===== config.mk =====
export PLATFORM = sky130hd
export DESIGN_NAME = reset_ordered_set_tx
export DESIGN_NICKNAME = d
export VERILOG_FILES = /design/src/rtl/reset_ordered_set_tx.sv
export SDC_FILE = /design/constraint.sdc
export NUM_CORES = 1
export LEC_CHECK = 0
export CAP_MARGIN = 20
export CELL_PAD_IN_SITES_DETAIL_PLACEMENT = 1
export CELL_PAD_IN_SITES_GLOBAL_PLACEMENT = 2
export CORE_MARGIN = 4
export CORE_UTILIZATION = 31
export CTS_CLUSTER_SIZE = 25
export DETAILED_ROUTE_END_ITERATION = 10
export PLACE_DENSITY = 0.89
export SYNTH_ARGS = -nofsm -noshare
export SYNTH_HDL_FRONTEND = slang
export SYNTH_SLANG_ARGS = --single-unit

===== constraint.sdc =====
create_clock -name CLK -period 3.85 [get_ports CLK]
set_clock_uncertainty 0.1 [all_clocks]
set_input_delay 0.5775 -clock CLK [delete_from_list [all_inputs] [get_ports CLK]]
set_output_delay 0.5775 -clock CLK [all_outputs]
set_load 0.01 [all_outputs]

===== src/rtl/reset_ordered_set_tx.sv =====
// Hard Reset / Cable Reset transmitter: serialises preamble plus the 4-symbol
// reset ordered set toward the BMC encoder and strobes the ALERT set bits.
module reset_ordered_set_tx #(
    parameter int BIT_DIV       = 4,
    parameter int PREAMBLE_BITS = 64
) (
    input  logic        CLK,
    input  logic        reset,
    input  logic [7:0]  TRANSMIT,
    input  logic        TRANSMIT_WR,
    input  logic        PHY_Stop_Attempting_Reset,
    output logic        tx_en,
    output logic        tx_bit,
    output logic        tx_busy,
    output logic [15:0] ALERT_SET,
    output logic        hardReset,
    output logic        cableReset
);

    // Bit counter must hold both the preamble index and the 20 K-code bits.
    localparam int CW = (PREAMBLE_BITS > 32) ? $clog2(PREAMBLE_BITS) : 5;
    localparam int DW = $clog2(BIT_DIV);

    typedef enum logic [1:0] {
        IDLE     = 2'd0,
        PREAMBLE = 2'd1,
        KCODE    = 2'd2,
        DONE     = 2'd3
    } state_t;

    state_t          state_r, state_s;
    logic [CW-1:0]   bit_cnt_r, bit_cnt_s;
    logic [DW-1:0]   div_cnt_r, div_cnt_s;
    logic            cable_r, cable_s;
    logic            valid_wr_s;
    logic            bit_end_s;
    logic            tx_en_s, tx_bit_s, tx_busy_s, hard_s, cable_rst_s;
    logic [15:0]     alert_s;
    logic            unused_s;

    // Symbols are packed so that pattern bit k is the k-th bit on the wire.
    function automatic logic kcode_bit(input logic is_cable, input logic [4:0] idx);
        logic [19:0] pat;
        if (is_cable) begin
            pat = {5'b00110, 5'b00111, 5'b11000, 5'b00111};
        end else begin
            pat = {5'b11001, 5'b00111, 5'b00111, 5'b00111};
        end
        return pat[idx];
    endfunction

    assign unused_s   = ^TRANSMIT[7:3];
    assign valid_wr_s = TRANSMIT_WR && ((TRANSMIT[2:0] == 3'b101) || (TRANSMIT[2:0] == 3'b110));
    assign bit_end_s  = (div_cnt_r == DW'(BIT_DIV - 1));

    // Next-state, counters and next-cycle output values.
    always_comb begin
        state_s     = state_r;
        bit_cnt_s   = bit_cnt_r;
        div_cnt_s   = div_cnt_r;
        cable_s     = cable_r;
        alert_s     = 16'h0000;
        hard_s      = 1'b0;
        cable_rst_s = 1'b0;
        tx_bit_s    = 1'b0;

        case (state_r)
            IDLE: begin
                if (valid_wr_s) begin
                    state_s   = PREAMBLE;
                    bit_cnt_s = '0;
                    div_cnt_s = '0;
                    cable_s   = (TRANSMIT[2:0] == 3'b110);
                end else begin
                    state_s = IDLE;
                end
            end
            PREAMBLE, KCODE: begin
                if (PHY_Stop_Attempting_Reset) begin
                    // Abort beats completion even on the final bit cycle.
                    state_s    = IDLE;
                    bit_cnt_s  = '0;
                    div_cnt_s  = '0;
                    alert_s[4] = 1'b1;
                end else if (!bit_end_s) begin
                    div_cnt_s = div_cnt_r + DW'(1);
                end else if (state_r == PREAMBLE && bit_cnt_r == CW'(PREAMBLE_BITS - 1)) begin
                    state_s   = KCODE;
                    bit_cnt_s = '0;
                    div_cnt_s = '0;
                end else if (state_r == KCODE && bit_cnt_r == CW'(19)) begin
                    state_s     = DONE;
                    bit_cnt_s   = '0;
                    div_cnt_s   = '0;
                    alert_s[6]  = 1'b1;
                    hard_s      = !cable_r;
                    cable_rst_s = cable_r;
                end else begin
                    bit_cnt_s = bit_cnt_r + CW'(1);
                    div_cnt_s = '0;
                end
            end
            DONE: begin
                state_s = IDLE;
            end
            default: begin
                state_s   = IDLE;
                bit_cnt_s = '0;
                div_cnt_s = '0;
            end
        endcase

        if (valid_wr_s && state_r != IDLE) begin
            alert_s[5] = 1'b1;
        end else begin
            alert_s[5] = alert_s[5];
        end

        case (state_s)
            PREAMBLE: tx_bit_s = bit_cnt_s[0];
            KCODE:    tx_bit_s = kcode_bit(cable_s, bit_cnt_s[4:0]);
            default:  tx_bit_s = 1'b0;
        endcase

        tx_en_s   = (state_s == PREAMBLE) || (state_s == KCODE);
        tx_busy_s = (state_s != IDLE);
    end

    // State, counters and all outputs are registered.
    always_ff @(posedge CLK or negedge reset) begin
        if (!reset) begin
            state_r    <= IDLE;
            bit_cnt_r  <= '0;
            div_cnt_r  <= '0;
            cable_r    <= 1'b0;
            tx_en      <= 1'b0;
            tx_bit     <= 1'b0;
            tx_busy    <= 1'b0;
            ALERT_SET  <= 16'h0000;
            hardReset  <= 1'b0;
            cableReset <= 1'b0;
        end else begin
            state_r    <= state_s;
            bit_cnt_r  <= bit_cnt_s;
            div_cnt_r  <= div_cnt_s;
            cable_r    <= cable_s;
            tx_en      <= tx_en_s;
            tx_bit     <= tx_bit_s;
            tx_busy    <= tx_busy_s;
            ALERT_SET  <= alert_s;
            hardReset  <= hard_s;
            cableReset <= cable_rst_s;
        end
    end

endmodule


Word-level counts from Yosys, hierarchy flattened
Index checks and enable logic that the tools add are counted.
- register bits: 19
- word-level logic and storage cells: 81
- input port bits: 12
- output and inout port bits: 21
- equality and inequality tests: 12
- add/sub/neg operators: 2
- reductions and logical operators: 14
- $lt $le $gt $ge: 1
- muxes and demuxes: 41
- operators with widths (cell ; count):
    two-way mux 20 bit ; 2
    two-way mux 6 bit ; 5
    two-way mux 1 bit ; 22
    two-way mux 2 bit ; 7
    case mux 6 bit (2 select lines) ; 1
    equality test 2 bit (second input constant) ; 4
    adder 6 x 1 -> 6 bit (second input constant) ; 1
    equality test 3 bit (second input constant) ; 2
    equality test 6 x 5 -> 1 bit (second input constant) ; 1
    equality test 6 bit (second input constant) ; 1
    < comparator 5 x 6 -> 1 bit (second input constant) ; 1
    case mux 2 bit (3 select lines) ; 1
    nonzero test 2 bit ; 3
    binary-select mux 1 bit (select 5 bit) ; 1
    equality test 2 x 1 -> 1 bit (second input constant) ; 2
    logical AND 1 bit ; 4
    case mux 2 bit (2 select lines) ; 1
    inequality test 3 bit (second input constant) ; 1
    AND reduction 3 bit ; 1
    adder 2 x 1 -> 2 bit (second input constant) ; 1
    logical NOT 2 bit ; 1
    logical OR 1 bit ; 2
    inequality test 2 bit (second input constant) ; 1
    case mux 1 bit (2 select lines) ; 1
    3 further kinds ; 3

Depth between registers and ports, before layout
- depth in word-level cells: 12
- depth in mapped cells: 13
- gate-level depth less buffers: 13

Worst setup path before layout
No wires, ideal clock.
- kind: register to register
- from: reg state_r[0]
- to: reg tx_bit
- clock period less this slack: 2.517 ns
- path buffers: 1
- setup slack: 1.333 ns
- cell stages (with the launch flop): 14
- setup time: 0.129 ns
- arrival: 2.288 ns
- path through: dfrtp_1 > inv_1 > ha_1 > nor2b_1 > clkbuf_4 > nand3_1 > nor3_1 > a22o_1 > inv_1 > ha_1 > nand3_1 > nor3_1 > a32oi_1 > o31ai_1
- longest elaborated chain between the ends: 10
- elaborated cells between the ends (all ways): 25
- RTL lines (element ; RTL line ; RTL):
    start, declared ; 31 ; state_t state_r, state_s;
    start signal, assigned ; 143 ; state_r <= state_s;
    equality test 2 bit ; 67, 91 ;
    logical AND 1 bit ; 91 ; end else if (state_r == KCODE && bit_cnt_r == CW'(19)) begin
    two-way mux 6 bit ; 91 ;
    two-way mux 6 bit ; 87 ; end else if (state_r == PREAMBLE && bit_cnt_r == CW'(PREAMBLE_BITS - 1)) begin
    two-way mux 6 bit ; 85 ; end else if (!bit_end_s) begin
    two-way mux 6 bit ; 79 ; if (PHY_Stop_Attempting_Reset) begin
    case mux 6 bit (2 select lines) (*) ; 67 ; case (state_r)
    named net bit_cnt_s[1] ; 32 ; logic [CW-1:0] bit_cnt_r, bit_cnt_s;
    binary-select mux 1 bit (select 5 bit) (*) ; 49 ; return pat[idx];
    two-way mux 1 bit (not written as such) (*) ; 49 ;
    case mux 1 bit (2 select lines) (*) ; 119 ; case (state_s)
    named net tx_bit_s ; 37 ; logic tx_en_s, tx_bit_s, tx_busy_s, hard_s, cable_rst_s;
    end signal, assigned ; 148 ; tx_bit <= tx_bit_s;
    end, declared ; 13 ; output logic tx_bit,
Mark *: on every way through the listed nets, which the timed path passes. The rest lies on a longest branch. The select of a mux whose other input is x is not followed.
A chain may end at the register's enable or synchronous reset.

Final worst setup path
Same ends and word-level chain as after synthesis.

==> out/metrics.cfg <==
[clock_tree]
root_buffer=clkbuf_8
clkTransAtPathRegs_ns=0.08
cts_resized=0
tritoncts=done
cts_buffer_depth=2
cts_inserted_buffers=3
cts_setup_buffers=0
cts_sinks=19
worstSkewPairLatency_ns=0.27
htreeDepth=1
cts_hold_buf=0

[floorplan]
ios=33
core_area_mm2=0.003771
rows=22
dieArea_mm2=0.005067
die_y_um=71.18
die_w_um=71.18
start_util=0.3281

[critical_path]
startpoint_type=flop
endpoint_kind=flop
crit_fanout=5
crit_required_ns=3.90
cp_data_arrival_time_ns=3.01
crit_type=flop to flop

[pwr]
seq_power_share=0.509
power.internal_w=0.0002931
pwr-share-comb=0.116
peakVddDrop_uv=171.4
power_w=0.0004023
p_leak_nw=0.6415
switching_power_w=0.0001092
power_density_mw_per_mm2=282.8
p_clk_frac=0.375
netSwitchingFraction=0.2715

[grt]
grt_pass1_wl_um=5002
antenna_found_initial=0
grt_max_degree=20
grt_use_total=0.1255
grt_overflow_total=0
grt_pass1_vias=1054

[sta]
slew_headroom=0.4254
setup_violations=0
slew_viol_final=0
hold_viol_final=0
rsz0062_at_grt=false
worst_slew_pin_slew_ns=0.8593
max_freq_mhz=338.5
fin_crit_sh=0.7673
period_needed_ns=2.954
fin_setup_tns_ns=0

[final_layout]
fin_cells=193
drive_above_1_share=0.1034
area_growth_pct=14.96
regArea_um2=475.5
multi_input_area_um2=638.1
nNetsFinal=168
finish.utilization=0.3772
diodes=0
fillCellCount=434

[drt]
drt_iter0_drc=26
viasPerCell=4.933
routedWlPerCell_um=15.53
drc=0
drt_wl_total_um=2997
dr.pass1.iters=4
antenna_left=0
vias=952

[logic_synthesis]
yosysUniqueCellTypes=44
ys_ff_latch=19
avgSynthCellArea_um2=9.519
ys.flop_type=dfrtp_1
synthArstFlopShare=1.000
postSynthCellCount=130
yosys_warnings=0
synth-edff-count=0
yosysSeqAreaShare=0.3842
synth_area_mm2=0.001237

[placement]
place_hpwl_um=2327
gp_congestion=0.7604
place_inst=189
port_buffers=14

[run]
cap_violations=0

[hold_path]
hold_path_class=flop to flop

[status]
status=complete, no violations

==> cell families (layout without fill, tap and decap cells) <==
kind of cell    Yosys count  in the layout  synth area share
compound gates           30             30            0.1638
fa+ha+maj                10             10            0.1011
xor+xnor                  2              2           0.01416
other cells               1             13          0.003030
simple gates             37             37            0.1891
flops                    19             19            0.3842
buf+inv                  30             33            0.1365
mux                       1              1          0.008089
==> worst max-delay path, cell delays in order (launching register included) <==
cell,delay [ns]
dfrtp_1,0.41
inv_1,0.08
ha_1,0.34
nor2b_1,0.21
nand3_1,0.18
nor3_1,0.46
a22o_1,0.30
inv_1,0.07
ha_1,0.31
nand3_1,0.08
nor3_1,0.05
a32oi_1,0.16
o31ai_1,0.09
==> stage by stage <==
step | hold WS (ns) | instance area, µm² | setup WS, ns
floorplan | 0.1819 | 1282 | 1.333
global placement | 0.3717 | 1374 | 0.8671
detailed placement | 0.4083 | 1374 | 0.7885
CTS | 0.4212 | 1423 | 0.9072
global route | 0.4547 | 1423 | 0.6440
finish | 0.4120 | 1423 | 0.8958
==> layout by cell type (no fill, tap or decap), drive strengths merged, types with 2 or more instances in the layout <==
master and count:
nor3 5, and2 3, xnor2 2, nand3 6, ha 10, nand2 7
clkdlybuf4s50 14, clkbuf 3, nand3b 3, nor2 3, dfrtp 19, o21ai 8
a21oi 8, conb 13, inv 14
==> Yosys cell counts, types with 2 or more instances <==
| library cell | instances | share of area |
|---|---|---|
| nand3b_1 | 3 | 0.018 |
| o21ai_0 | 7 | 0.028 |
| a21oi_1 | 8 | 0.032 |
| ha_1 | 10 | 0.10 |
| and2_1 | 2 | 0.010 |
| nand2_1 | 7 | 0.021 |
| xnor2_1 | 2 | 0.014 |
| buf_4 | 14 | 0.085 |
| nor3_1 | 4 | 0.016 |
| nor2_1 | 3 | 0.0091 |
| inv_1 | 14 | 0.042 |
| nand3_1 | 6 | 0.024 |
| dfrtp_1 | 19 | 0.38 |
==> final timing paths <==
kind	startpoint	cells after the start	slack [ns]	end
setup / recovery	state_r[0]	12	0.90	tx_bit
hold reg to reg	cable_r	1	0.41	hardReset
max in group asynchronous	reset	1	2.43	hardReset
min in group asynchronous	reset	1	0.69	div_cnt_r[0]
hold / removal	cable_r	1	0.41	hardReset
setup reg to reg	state_r[0]	12	0.90	tx_bit
==> power groups by stage <==
| stage | Clock, W | Sequential [W] | Combinational (W) |
|---|---|---|---|
| 3_3_place_gp | 0 | 0.000209 | 0.0000445 |
| 4_1_cts | 0.000155 | 0.000205 | 0.0000470 |
| 6_report | 0.000151 | 0.000205 | 0.0000467 |
| 3_5_place_dp | 0 | 0.000209 | 0.0000465 |
| 5_1_grt | 0.000163 | 0.000206 | 0.0000524 |
| 2_1_floorplan | 0 | 0.000209 | 0.0000343 |
==> state kept, by name, indices dropped and copies added, names as in the netlist <==
name        cells
ALERT_SET       3
bit_cnt_r       6
cableReset      1
cable_r         1
div_cnt_r       2
hardReset       1
state_r         2
tx_bit          1
tx_busy         1
tx_en           1
==> routing by layer <==
| layer | wire length, µm | track usage | vias to the layer above |
|---|---|---|---|
| met3 | 110 | 0.01847 | 5 |
| met5 | 0 | 0 | - |
| li1 | - | - | 458 |
| met2 | 1533 | 0.2163 | 22 |
| met1 | 1301 | 0.1557 | 467 |
| met4 | 51 | 0.05010 | 0 |
==> final cells by class <==
class | instances | area share
Sequential cell | 19 | 0.3342
Clock buffer | 3 | 0.02902
Inverter | 14 | 0.03694
Clock inverter | 1 | 0.005277
Timing Repair Buffer | 15 | 0.1038
Tap cell | 48 | 0.04222
Multi-Input combinational cell | 93 | 0.4486
Power figures use the tool's default switching activity.
